## config.mk

```make
export PLATFORM = sky130hd
export DESIGN_NAME = instr_prefetch_queue
export DESIGN_NICKNAME = d
export VERILOG_FILES = /design/src/rtl/instr_prefetch_queue.sv
export SDC_FILE = /design/constraint.sdc
export NUM_CORES = 1
export LEC_CHECK = 0
export CORE_UTILIZATION = 50
export CTS_BUF_LIST = sky130_fd_sc_hd__clkbuf_8
export DETAILED_ROUTE_END_ITERATION = 8
export HOLD_SLACK_MARGIN = 0.15
export PLACE_DENSITY = 0.81
export SLEW_MARGIN = 15
export SYNTH_ARGS = -nofsm -noshare
export SYNTH_HDL_FRONTEND = slang
export SYNTH_SLANG_ARGS = --single-unit
```

## constraint.sdc

```tcl
create_clock -name clk -period 2.1 [get_ports clk]
set_input_delay 0.42 -clock clk [delete_from_list [all_inputs] [get_ports clk]]
set_output_delay 0.42 -clock clk [all_outputs]
set_load 0.02 [all_outputs]
```

## src/rtl/instr_prefetch_queue.sv

```systemverilog
// Instruction prefetch queue: a small circular FIFO of instruction words whose
// head entry is split into opcode and immediate fields for the decode stage.
module instr_prefetch_queue #(
  parameter int IW    = 8,
  parameter int OPW   = 4,
  parameter int DEPTH = 4
) (
  input  logic                       clk,
  input  logic                       reset,
  input  logic                       LoadIR,
  input  logic [IW-1:0]              instruction,
  input  logic                       Advance,
  input  logic                       Flush,
  output logic [OPW-1:0]             Opcode,
  output logic [IW-OPW-1:0]          Immediate_data,
  output logic                       IRValid,
  output logic                       Full,
  output logic [$clog2(DEPTH):0]     Count,
  output logic                       Overflow
);

  localparam int AW = $clog2(DEPTH);
  localparam int CW = AW + 1;

  logic [IW-1:0] mem [DEPTH];
  logic [AW-1:0] head;
  logic [AW-1:0] tail;
  logic [CW-1:0] count;
  logic          overflow;
  logic          push_ok;
  logic          pop_ok;
  logic [IW-1:0] head_word;

  assign IRValid = (count != '0);
  assign Full    = (count == CW'(DEPTH));

  // A full queue may still take a push when the head retires in the same cycle.
  assign push_ok = LoadIR && (!Full || Advance);
  assign pop_ok  = Advance && IRValid;

  always_ff @(posedge clk or negedge reset) begin
    if (!reset) begin
      head     <= '0;
      tail     <= '0;
      count    <= '0;
      overflow <= 1'b0;
    end else if (Flush) begin
      head     <= '0;
      tail     <= '0;
      count    <= '0;
      overflow <= 1'b0;
    end else begin
      if (push_ok) tail <= tail + 1'b1;
      if (pop_ok)  head <= head + 1'b1;
      case ({push_ok, pop_ok})
        2'b10:   count <= count + 1'b1;
        2'b01:   count <= count - 1'b1;
        default: count <= count;
      endcase
      if (LoadIR && !push_ok) overflow <= 1'b1;
    end
  end

  // Storage needs no reset; unused entries are masked off at the outputs.
  always_ff @(posedge clk) begin
    if (!Flush && push_ok) mem[tail] <= instruction;
  end

  assign head_word      = mem[head];
  assign Opcode         = IRValid ? head_word[IW-1:IW-OPW] : '0;
  assign Immediate_data = IRValid ? head_word[IW-OPW-1:0] : '0;
  assign Count          = count;
  assign Overflow       = overflow;

endmodule

```

* Word level (Yosys, flattened, before mapping)
Memory sizes are Yosys's and may differ from the RTL's.
Index checks and enable logic that the tools add are counted.
** Cells by class
- Reductions and logical operators :: 13
- Mux-type cells :: 12
- Add/sub/neg operators :: 4
- $lt $le $gt $ge :: 0
- Multiply operators :: 0
- Equality and inequality tests :: 3
- Shift operators :: 0
- Divide/modulo/power cells :: 0
- Bitwise gates (word level) :: 0
** Operators with widths (count)
- 2-bit 2-to-1 mux :: 4
- 4-bit 2-to-1 mux :: 2
- 3-bit case mux with 2 select lines :: 1
- 2-bit nonzero test :: 3
- 3-bit nonzero test :: 2
- 2-bit by 1-bit adder with 2-bit output, second input constant :: 2
- 1-bit logical AND :: 4
- 1-bit 2-to-1 mux :: 4
- 3-bit by 1-bit adder with 3-bit output, second input constant :: 1
- 3-bit equality test, second input constant :: 1
- 1-bit zero test :: 3
- 3-bit 2-to-1 mux :: 1
- 3-bit by 1-bit subtractor with 3-bit output, second input constant :: 1
- 2-bit by 1-bit equality test with 1-bit output, second input constant :: 1
- 2-bit equality test, second input constant :: 1
- 1-bit logical OR :: 1
** Storage, ports and cells
- Output and inout port bits :: 14
- Input bits :: 13
- Word-level logic and storage cells :: 37
- Bits in writable memories :: 32
- Flip-flop bits (word level) :: 8
- Memory bits (read-only) :: 0
- Memories kept :: 1
- Latch bits :: 0
** Memories
- mem :: words 4, bits a word 8, rd ports 1, clocked after Yosys merged registers in 0, wr ports 1, line 25 : logic [IW-1:0] mem [DEPTH];

* Depth between registers and ports, before layout
- Word-level depth :: 8
- Mapped depth :: 8
- Depth with buffers taken out :: 6

* Worst setup path after synthesis
OpenSTA, ideal clock, no wires.
- Path type :: register to register
- Start point :: reg count[1], in the netlist Count[1]
- End point :: reg count[2], in the netlist Count[2]
- Period minus slack after synthesis :: 2.294 ns
- Setup time :: 0.082 ns
- Path slack :: -0.194 ns
- Arrival :: 2.212 ns
- Cell stages (with the launch flop) :: 8
- Required time :: 2.018 ns
- Buffers on the path :: 2
- Cells stage by stage :: dfrtp_1 > buf_2 > nor3_1 > buf_2 > nor2_1 > fa_1 > or4_1 > a31oi_1
** Between the ends
- Longest elaborated chain between the ends :: 7
- Elaborated cells on any way between the ends :: 13
** RTL lines
- from (decl) :: line 28 : logic [CW-1:0] count;
- from (signal assigned) :: line 56 : 2'b10: count <= count + 1'b1;
- from (signal assigned) :: line 57 : 2'b01: count <= count - 1'b1;
- from (signal assigned) :: line 58 : default: count <= count;
- 3-bit equality test :: line 35 : assign Full = (count == CW'(DEPTH));
- 1-bit zero test :: line 38 : assign push_ok = LoadIR && (!Full || Advance);
- 1-bit logical OR :: line 38
- 1-bit logical AND :: line 38
- 2-bit by 1-bit equality test with 1-bit output / 2-bit equality test (equally long branches) :: line 55 : case ({push_ok, pop_ok})
- 3-bit case mux with 2 select lines :: line 55
- 3-bit 2-to-1 mux :: line 47 : end else if (Flush) begin
Parallel ways exist; a longest one is shown, timed or not.
A chain may end at the register's enable or synchronous reset.

* Worst setup path after layout
- Start point :: reg head[0]
- End point :: out Immediate_data[3]
** Between the ends
- Longest elaborated chain between the ends :: 2
** RTL lines
- from (decl) :: line 26 : logic [AW-1:0] head;
- from (signal assigned) :: line 54 : if (pop_ok) head <= head + 1'b1;
- memory 4 x 8 bit
- 4-bit 2-to-1 mux :: line 71 : assign Immediate_data = IRValid ? head_word[IW-OPW-1:0] : '0;
- to (decl) :: line 15 : output logic [IW-OPW-1:0] Immediate_data,
No other way between the ends.

==> results.rst <==
.. list-table::
   :header-rows: 1

   * - Metric
     - Value
   * - Run status
     - finished clean
   * - Most common cell after layout, fill and taps aside
     - sky130_fd_sc_hd__edfxtp_1
   * - Height of the die
     - 62.7 microns
   * - Endpoint kind of the worst setup timing path
     - primary output
   * - Maximum number of pins on one net before global-route repair
     - 13
   * - Seq/Total Area, Yosys
     - 63.0%
   * - Cell at the root of the clock tree
     - sky130_fd_sc_hd__clkbuf_8
   * - Post-route ant nets
     - 0
   * - Highest Clock Rate
     - 483 MHz
   * - Full die area
     - 3930 sq um
   * - Last weighted congestion value of the routability-driven placer
     - 0.767
   * - Least-Margin Pin Slew
     - 0.393 ns
   * - Initial drt markers
     - 26
   * - Number of unique standard cell types used by synthesis
     - 39
   * - Crit Path Category
     - register to primary output
   * - TritonCTS clock tree
     - yes
   * - Vias per inst
     - 5.43
   * - Cells after synthesis
     - 120
   * - Width of the die
     - 62.7 microns
   * - Worst Path Arrival
     - 1.65 ns
   * - Maximum ir drop on the vdd rail
     - 0.506 mV
   * - Async set-or-reset flop fraction in the synthesized netlist
     - 20.0%
   * - Most frequent cells in the layout
     - 32 x sky130_fd_sc_hd__edfxtp_1, 22 x sky130_fd_sc_hd__buf_4, 16 x sky130_fd_sc_hd__clkdlybuf4s50_1
   * - Clk Latency, worst-skew pair
     - 0.30 ns
   * - R2R Setup Slk
     - 0.19 ns
   * - Post-DP HPWL
     - 2530 microns
   * - Final worst path period share
     - 98.7%
   * - Clock input transition at the sequential cells of the worst setup and hold paths
     - 0.08 ns
   * - Initial cell density of the core
     - 53.5%
   * - Clock Skew
     - 0.00728 ns
   * - Synthesized area
     - 1840 sq um
   * - Antenna cell count
     - 0
   * - Number of detailed-routing iterations run before antenna repair
     - 4
   * - Placed insts
     - 207
   * - Stage delay of the slowest cell on the critical path
     - 0.51 ns
   * - I/O pins
     - 27
   * - Layout net count
     - 186
   * - Critical Path RT
     - 1.68 ns
   * - R2R cell count
     - 6
   * - Max-capacitance violation count
     - 0
   * - Ys Warns
     - 0
   * - Cts-stage hold buffer count
     - 0
   * - Wire length of the first global-routing pass
     - 5840 microns
   * - Buffers on Ports
     - 26
   * - Register bit total from synthesis
     - 40
   * - Number of levels the H-tree was split into
     - 2
   * - Cell at the slowest stage of the critical path
     - sky130_fd_sc_hd__mux4_2
   * - Startpoint type of the worst setup path
     - register
   * - Count of vias placed by the detailed router
     - 1162
   * - Core outline area
     - 3440 sq um
   * - Flip-flop cell with the highest count after synthesis
     - sky130_fd_sc_hd__edfxtp_1
   * - Max-slew violation count
     - 0
   * - Share of final-layout standard cells stronger than drive strength 1
     - 33.9%
   * - Antenna violations before repair
     - 0
   * - Clock sinks
     - 40
   * - Worst relative slew slack
     - 73.7%
   * - Crit-path cells
     - buf_6 > mux4_2 > nor2b_4 > buf_4
   * - Via count of the first global-routing pass
     - 1250
   * - Number of placement rows
     - 21
   * - Growth of design area from synthesis to finish
     - 28.3%
   * - Beginning of the worst register-to-register path
     - Count[1]
   * - LEAKAGE
     - 0.894 nW
   * - Total power per unit cell area
     - 791 nW/um^2
   * - Largest fanout on the critical path
     - 5
   * - Final core utilization
     - 68.7%
   * - Number of enable-type register cells in the synthesized netlist
     - 32
   * - Total global routing overflow
     - 0
   * - Synthesized Nets
     - 138
   * - Total track usage
     - 20.1%
   * - Hold Vio Cnt, Final
     - 0
   * - Final setup violation count
     - 0
   * - Reg-to-reg critical path endpoint
     - Count[1]
   * - Average wire per standard cell
     - 16.2 microns
   * - Finished Layout Cells
     - 214
   * - Worst hold slack after final layout
     - 0.405 ns
   * - Worst min-delay path class
     - input pin to asynchronous set/reset pin
   * - Final Routed Wirelength
     - 3480 microns
   * - Synthesized area per cell
     - 15.4 sq um
   * - Post-layout minimum cycle time
     - 2.07 ns
   * - Maximum buffer depth of the clock tree
     - 2
   * - Standard cell area after detailed placement
     - 2310 sq um
   * - Post-route design area
     - 2360 sq um
   * - Power consumption
     - 1.87 mW
   * - Number of CTS-inserted buffers
     - 5
   * - Post-route DRC violation count
     - 0
[how the worst max path moves through the flow]
stage,start,to,slack (ns)
2_1_floorplan,Count[1],Count[1],0.007
3_3_place_gp,LoadIR,Count[1],-0.08
3_5_place_dp,LoadIR,Count[1],-0.13
4_1_cts,head[0],Opcode[1],0.05
5_1_grt,head[0],Immediate_data[3],-0.01
6_report,head[0],Immediate_data[3],0.03
[state kept, by name, summed over array words and instances (netlist names)]
name / flops
head: 2
Overflow: 1
tail: 2
Count: 3
mem: 32
[kinds of logic after synthesis]
family / count (synthesis) / share of synthesized area [%]
multiplexers: 11 / 11.5
buffers and inverters: 14 / 3.60
AO/OA/AOI/OAI: 13 / 5.43
AND/OR/NAND/NOR: 35 / 11.7
flip-flops: 40 / 63.0
XOR/XNOR: 2 / 0.951
adder cells (fa/ha/maj): 5 / 3.80
[synth_stat cells, drive strengths merged (2+ instances only)]
cell type | number | share of area, %
a21oi | 2 | 0.54
a31oi | 2 | 0.68
and2 | 6 | 2.0
buf | 6 | 1.9
clkbuf | 2 | 0.47
dfrtp | 8 | 11
edfxtp | 32 | 52
ha | 4 | 2.7
inv | 6 | 1.2
mux2i | 2 | 1.1
mux4 | 8 | 9.8
nand2b | 4 | 1.5
nor2 | 7 | 1.4
nor2b | 9 | 3.1
o21ai | 2 | 0.54
xor2 | 2 | 0.95
[layout make-up]
| cell class | instances | area [sq um] |
|---|---|---|
| well taps | 46 | 57.6 |
| fillers | 236 | 1080 |
| repair buffers | 49 | 400 |
| clock buffers | 5 | 68.8 |
| flip-flops and latches | 40 | 1160 |
| clock inverters | 2 | 12.5 |
| inverters | 6 | 22.5 |
| multi-input cells | 66 | 639 |
[per-stage QoR]
stage / setup WS [ns] / TNS [ns]
2_1_floorplan: 0.00706 / 0
3_3_place_gp: -0.0782 / -0.0842
3_5_place_dp: -0.133 / -0.461
4_1_cts: 0.0482 / 0
5_1_grt: -0.0148 / -0.0148
6_report: 0.0282 / 0
[timing repair]
action | in CTS | in global routing
buffers inserted | 0 | 0
resized for setup | 37 | 3
endpoints found under the hold margin | 0 | 0
cloned | 0 | 0
setup endpoints to repair | 10 | 1
[power by group]
part	internal, mW	switching [mW]
sequential	0.893	0.0231
clock	0.224	0.259
combinational	0.226	0.244
total	1.34	0.526
[worst max-delay path, delay by kind of cell, from the launching register on]
| family | cells | cell delay, ns |
|---|---|---|
| flip-flops | 1 | 0.39 |
| buffers and inverters | 2 | 0.30 |
| multiplexers | 1 | 0.51 |
| AND/OR/NAND/NOR | 1 | 0.14 |
[metal layers]
| metal | wire (microns) | GRT usage, % | vias to the layer above |
|---|---|---|---|
| met4 | 49 | 7.85 | 0 |
| met2 | 1820 | 34.6 | 37 |
| met3 | 166 | 6.02 | 5 |
| met1 | 1440 | 23.6 | 579 |
| met5 | 0 | 0 | - |
| li1 | - | - | 541 |
Note: power is estimated with default switching activity, not from simulation.
